--- src/rtl/parity_pkg.sv ---
// rtl/parity_pkg.sv - segment encodings, nibble-count helper and checker width
package parity_pkg;

  localparam logic [7:0] SEG_BLANK = 8'b1111_1111;
  localparam logic [7:0] SEG_E     = 8'b0110_0001;
  localparam logic [7:0] SEG_O     = 8'b0000_0011;

  localparam int ERR_CNT_W = 8;

  // Active-low {a,b,c,d,e,f,g,dp} code for one hex nibble
  function automatic logic [7:0] hex_seg(input logic [3:0] nib);
    logic [7:0] seg;
    case (nib)
      4'h0: seg = 8'b0000_0011;
      4'h1: seg = 8'b1001_1111;
      4'h2: seg = 8'b0010_0101;
      4'h3: seg = 8'b0000_1101;
      4'h4: seg = 8'b1001_1001;
      4'h5: seg = 8'b0100_1001;
      4'h6: seg = 8'b0100_0001;
      4'h7: seg = 8'b0001_1111;
      4'h8: seg = 8'b0000_0001;
      4'h9: seg = 8'b0000_1001;
      4'hA: seg = 8'b0001_0001;
      4'hB: seg = 8'b1100_0001;
      4'hC: seg = 8'b0110_0011;
      4'hD: seg = 8'b1000_0101;
      4'hE: seg = 8'b0110_0001;
      default: seg = 8'b0111_0001;
    endcase
    return seg;
  endfunction

  // Number of hex digits needed to show an n_bits wide word
  function automatic int nibble_count(input int n_bits);
    return (n_bits + 3) / 4;
  endfunction

endpackage

--- src/rtl/seg_scan_ctrl.sv ---
// rtl/seg_scan_ctrl.sv - digit prescaler, digit index and one-cold anode register
module seg_scan_ctrl #(
  parameter int N_LED_AN = 4,
  parameter int SCAN_DIV = 50000
) (
  input  logic                        i_clk,
  input  logic                        i_rst_n,
  output logic [$clog2(N_LED_AN)-1:0] o_idx,
  output logic [N_LED_AN-1:0]         o_led_an
);

  localparam int CNT_W = (SCAN_DIV > 1) ? $clog2(SCAN_DIV) : 1;
  localparam int IDX_W = $clog2(N_LED_AN);

  logic [CNT_W-1:0]    r_cnt;
  logic [CNT_W-1:0]    w_cnt_nxt;
  logic [IDX_W-1:0]    r_idx;
  logic [IDX_W-1:0]    w_idx_nxt;
  logic [N_LED_AN-1:0] r_an;
  logic                w_tick;

  // Next prescaler count and digit index; index advances on the terminal count
  always_comb begin
    w_tick    = (r_cnt == CNT_W'(SCAN_DIV - 1));
    w_cnt_nxt = w_tick ? '0 : r_cnt + 1'b1;
    w_idx_nxt = r_idx;
    if (w_tick) begin
      w_idx_nxt = (r_idx == IDX_W'(N_LED_AN - 1)) ? '0 : r_idx + 1'b1;
    end
  end

  // Scan state; the anode is registered from the next index so it lines up with led_o
  always_ff @(posedge i_clk or negedge i_rst_n) begin
    if (!i_rst_n) begin
      r_cnt <= '0;
      r_idx <= '0;
      r_an  <= ~N_LED_AN'(1);
    end else begin
      r_cnt <= w_cnt_nxt;
      r_idx <= w_idx_nxt;
      r_an  <= ~(N_LED_AN'(1) << w_idx_nxt);
    end
  end

  assign o_idx    = w_idx_nxt;
  assign o_led_an = r_an;

endmodule

--- src/rtl/parity_scan_monitor.sv ---
// rtl/parity_scan_monitor.sv - strobed parity generator with multiplexed 7-seg display; option PARITY_SCAN_MONITOR_CHECK_EN
module parity_scan_monitor
  import parity_pkg::*;
#(
  parameter int         N_SW     = 8,
  parameter int         N_LED    = 8,
  parameter int         N_LED_AN = 4,
  parameter int         SCAN_DIV = 50000,
  parameter logic [7:0] E        = SEG_E,
  parameter logic [7:0] O        = SEG_O
) (
  input  logic                 clk_i,
  input  logic                 rst_ni,
  input  logic [N_SW-1:0]      sw_i,
  input  logic                 strobe_i,
  input  logic                 odd_mode_i,
  output logic                 parity_o,
  output logic [N_LED-1:0]     led_o,
  output logic [N_LED_AN-1:0]  led_an_o
`ifdef PARITY_SCAN_MONITOR_CHECK_EN
  ,
  input  logic                 par_i,
  output logic                 err_o,
  output logic [ERR_CNT_W-1:0] err_cnt_o
`endif
);

  localparam int NIB_CNT = nibble_count(N_SW);
  localparam int IDX_W   = $clog2(N_LED_AN);

  logic [N_SW-1:0]      r_word;
  logic                 r_odd;
  logic                 r_parity;
  logic [N_LED-1:0]     r_led;
  logic [4*NIB_CNT-1:0] w_word_ext;
  logic [IDX_W-1:0]     w_idx;
  logic [N_LED-1:0]     w_digit_seg [N_LED_AN];

  // Capture the word and its parity on each strobe
  always_ff @(posedge clk_i or negedge rst_ni) begin
    if (!rst_ni) begin
      r_word   <= '0;
      r_odd    <= 1'b0;
      r_parity <= 1'b0;
    end else if (strobe_i) begin
      r_word   <= sw_i;
      r_odd    <= ^sw_i;
      r_parity <= (^sw_i) ^ odd_mode_i;
    end
  end

  assign w_word_ext     = (4*NIB_CNT)'(r_word);
  assign w_digit_seg[0] = r_odd ? N_LED'(O) : N_LED'(E);

  for (genvar k = 1; k < N_LED_AN; k++) begin : g_digit
    if (k - 1 < NIB_CNT) begin : g_nib
      assign w_digit_seg[k] = N_LED'(hex_seg(w_word_ext[4*(k-1) +: 4]));
    end else begin : g_blank
      assign w_digit_seg[k] = N_LED'(SEG_BLANK);
    end
  end

  seg_scan_ctrl #(
    .N_LED_AN (N_LED_AN),
    .SCAN_DIV (SCAN_DIV)
  ) u_scan (
    .i_clk    (clk_i),
    .i_rst_n  (rst_ni),
    .o_idx    (w_idx),
    .o_led_an (led_an_o)
  );

  // Segment register loaded every cycle from the same index as the anode
  always_ff @(posedge clk_i or negedge rst_ni) begin
    if (!rst_ni) begin
      r_led <= N_LED'(E);
    end else begin
      r_led <= w_digit_seg[w_idx];
    end
  end

  assign parity_o = r_parity;
  assign led_o    = r_led;

`ifdef PARITY_SCAN_MONITOR_CHECK_EN
  logic                 r_err;
  logic [ERR_CNT_W-1:0] r_err_cnt;
  logic                 w_mismatch;

  assign w_mismatch = (par_i != ((^sw_i) ^ odd_mode_i));

  // Flag a supplied/generated parity mismatch per strobe and count them, saturating
  always_ff @(posedge clk_i or negedge rst_ni) begin
    if (!rst_ni) begin
      r_err     <= 1'b0;
      r_err_cnt <= '0;
    end else if (strobe_i) begin
      r_err <= w_mismatch;
      if (w_mismatch && (r_err_cnt != '1)) begin
        r_err_cnt <= r_err_cnt + 1'b1;
      end
    end
  end

  assign err_o     = r_err;
  assign err_cnt_o = r_err_cnt;
`endif

endmodule

--- config.mk ---
export PLATFORM = sky130hd
export DESIGN_NAME = parity_scan_monitor
export DESIGN_NICKNAME = d
export VERILOG_FILES = /design/src/rtl/parity_pkg.sv /design/src/rtl/seg_scan_ctrl.sv /design/src/rtl/parity_scan_monitor.sv
export SDC_FILE = /design/constraint.sdc
export NUM_CORES = 1
export LEC_CHECK = 0
export ABC_AREA = 1
export CAP_MARGIN = 20
export CORE_UTILIZATION = 57
export DETAILED_ROUTE_END_ITERATION = 10
export DONT_BUFFER_PORTS = 1
export PLACE_DENSITY = 0.75
export SLEW_MARGIN = 40
export SYNTH_ARGS = -nofsm -noshare
export SYNTH_HDL_FRONTEND = slang
export SYNTH_SLANG_ARGS = --single-unit
--- constraint.sdc ---
create_clock -name clk_i -period 1.6 [get_ports clk_i]
set_input_delay 0.32 -clock clk_i [delete_from_list [all_inputs] [get_ports clk_i]]
set_output_delay 0.32 -clock clk_i [all_outputs]
set_load 0.01 [all_outputs]
==> impl_metrics.ini <==
[grt]
grt_max_degree = 40
grt_overflow = 0
grt_util_all_layers_pct = 24.11
grt_pass1_vias = 1881
grt_pass1_wl_microns = 8286
antenna_found_initial = 0

[pwr]
switching_share_pct = 27.61
netSwitchingPower_uw = 608.5
powerDensity_nw_per_um2 = 789.2
comb_power_share_pct = 13.3
finalPower_uw = 2204
peakVddDrop_uv = 418.7
internal_power_uw = 1596
seq_power_share_pct = 48.7
leakage_uw = 0.001464
power_frac_clock_pct = 38.0

[die]
io_pins = 25
dieArea_sq_um = 4716
die_w_microns = 68.67
die_height_microns = 68.67
initial_utilization_pct = 61.14
core_area_sq_um = 4144
rows = 23

[sta]
fin_crit_ns = 1.559
fmax_mhz = 641.4
fin_hold_ws_ns = 0.1136
setup_viol = 0
period_share_pct = 97.44
hold_viol = 0
finClkSkew_ns = 0.01248
maxSlewViolCount = 0

[routing]
wl_per_cell_microns = 12.58
ant_nets = 0
vias_per_cell = 5.140
routed_wl_microns = 5121
num_vias = 2092
drt-pass1-iter-count = 4
drc = 0
drt_iter0_markers = 138

[clock_network]
clk_latency_ns = 0.30
cts_buffer_depth = 2
cts_sinks = 39
cts_buffers = 5
htreeDepth = 2
cts.clk_slew.worst_paths_ns = 0.09
cts_tree = done
cts-root-buf = clkbuf_8

[outcome]
status = finished clean

[run]
drv_cap = 0

[worst_setup_path]
worst-path-buf-inv = 2
crit_slowest_cell = dfrtp_1
critPathMostFrequentCell = nand2_1
end_kind = register
worstPathCellList = nor2_1, nand2_1, nor2_4, nand2_4, o21ai_4, buf_12, inv_6, nand2_1, nand2_1
critPathMaxFanout = 10
cp_top_family = simple AND/OR/NAND/NOR gates
start_kind = register
crit_type = register to register
crit_required_ns = 1.79
r2r_slack_ns = 0.04
crit_arrival_ns = 1.75
crit_path_max_incr_delay_ns = 0.41

[synthesis]
synthXorXnorAreaFrac_pct = 3.111
synth.distinct_cells = 36
syn_area_sq_um = 2534
synth_compound_area_share_pct = 8.296
ys_seq_area_share_pct = 38.77
yosysWarningCount = 0
synth.avg_cell_area_sq_um = 7.302
syn_inst = 347
synthTopCellsByArea = dfrtp_1, nand2_1, ha_1
syn-num-nets = 375
synth_top_family_by_area = simple AND/OR/NAND/NOR gates
synthFlopType = dfrtp_1
ys_seq_elements = 39
synthAdderAreaFrac_pct = 7.901
async_flop_share_pct = 100.0
synth_top_area_share_pct = 33.58
yosysTopAreaCell = dfrtp_1
synth-simple-area-share_pct = 33.33
synth_edf_count = 0
synth_mux_area_share_pct = 0

[finish]
fillCellCount = 354
fin_nets = 384
drive_gt1_share_pct = 12.89
antenna_cells = 0
fin_area_sq_um = 2793
syn_to_final_growth_pct = 10.22

[placed_design]
dpl.hpwl_microns = 3580
routabilityCongestion = 0.8657
io_buffers = 0
dpl-instance-area_sq_um = 2595

[min_path]
min_path_type = input pin to register
==> through the flow <==
stage | setup TNS (ns) | instances | setup WS, ns | util, %
final | 0 | 407 | 0.04098 | 67.39
after global placement | 0 | 395 | 0.07254 | 62.62
after floorplan | 0 | 347 | 0.1228 | -
after CTS | 0 | 405 | 0.01226 | 66.06
after global routing | -0.1665 | 407 | -0.03303 | 67.39
after detailed placement | 0 | 395 | 0.02610 | 62.62
==> state kept, by name, summed over array words and instances, names as in the netlist <==
signal and cells:
parity_o 1, u_scan.o_led_an 4, u_scan.r_idx 2, led_o 7
r_word 8, u_scan.r_cnt 16, r_odd 1
==> cell families after synthesis <==
| group | count (synthesis) |
|---|---|
| AOI/OAI and AO/OA | 36 |
| other | 1 |
| DFF | 39 |
| buffers and inverters | 52 |
| adders and majority gates | 16 |
| and+or+nand+nor | 194 |
| xor gates and xnor gates | 9 |
==> repair_timing <==
item / 4_1_cts / 5_1_grt
hold buffers: 2 / 0
endpoints found under the setup margin: 0 / 14
endpoints found under the hold margin: 39 / 0
setup buffers: 0 / 2
gates resized for setup: 0 / 10
==> cells in the final DEF, fill, tap and decap left out, drive strengths merged, types with 2 or more instances in the layout <==
cell,instances
xnor2,3
nor2,34
a21oi,6
clkinv,3
o211ai,2
inv,44
xor2,6
buf,8
dfrtp,34
o21ai,22
clkbuf,5
a31oi,2
nor3,5
ha,16
nand2,128
dfstp,5
nand3,24
==> final cells by class <==
type	instances	area (sq um)	share of cell area, %
well taps	50	62.56	2.240
repair buffers	9	95.09	3.405
flip-flops and latches	39	982.2	35.17
inverters	45	175.2	6.272
clock inverters	3	43.79	1.568
multi-input cells	256	1365	48.88
clock buffers	5	68.82	2.464
==> layer usage <==
| layer | global-route usage, % | share of wire, % |
|---|---|---|
| met5 | 0 | 0 |
| met4 | 8.854 | 1.5 |
| met1 | 32.92 | 50 |
| met2 | 37.13 | 44 |
| met3 | 5.263 | 3.8 |
==> path summary, 6_finish.rpt <==
check	startpoint	end	depth (start not counted)
worst max register to register	u_scan.r_cnt[12]	led_o[2]	9
worst min register to register	u_scan.r_cnt[0]	u_scan.r_cnt[0]	2
worst max-delay path	u_scan.r_cnt[12]	led_o[2]	9
min in group asynchronous	rst_ni	u_scan.r_cnt[1]	2
worst min-delay path	strobe_i	r_word[6]	1
max in group asynchronous	rst_ni	led_o[6]	2
==> power by group through the flow <==
stage / registers (uW) / clock network (uW) / logic [uW]
6_report: 1070 / 837 / 293
5_1_grt: 1080 / 885 / 342
4_1_cts: 1070 / 838 / 287
3_5_place_dp: 1090 / 0 / 257
3_3_place_gp: 1090 / 0 / 252
2_1_floorplan: 1080 / 0 / 222
==> cells in the mapped netlist (2+ instances only) <==
cell type,instances
a21oi_1,6
a31oi_1,2
clkbuf_1,4
dfrtp_1,34
dfstp_2,5
ha_1,16
inv_1,42
nand2_1,123
nand2_2,3
nand2_4,2
nand3_1,22
nor2_1,28
nor2_2,3
nor2_4,3
nor3_1,5
o211ai_1,2
o21ai_0,21
xnor2_1,3
xor2_1,6
(Power assumes the default switching activity.)
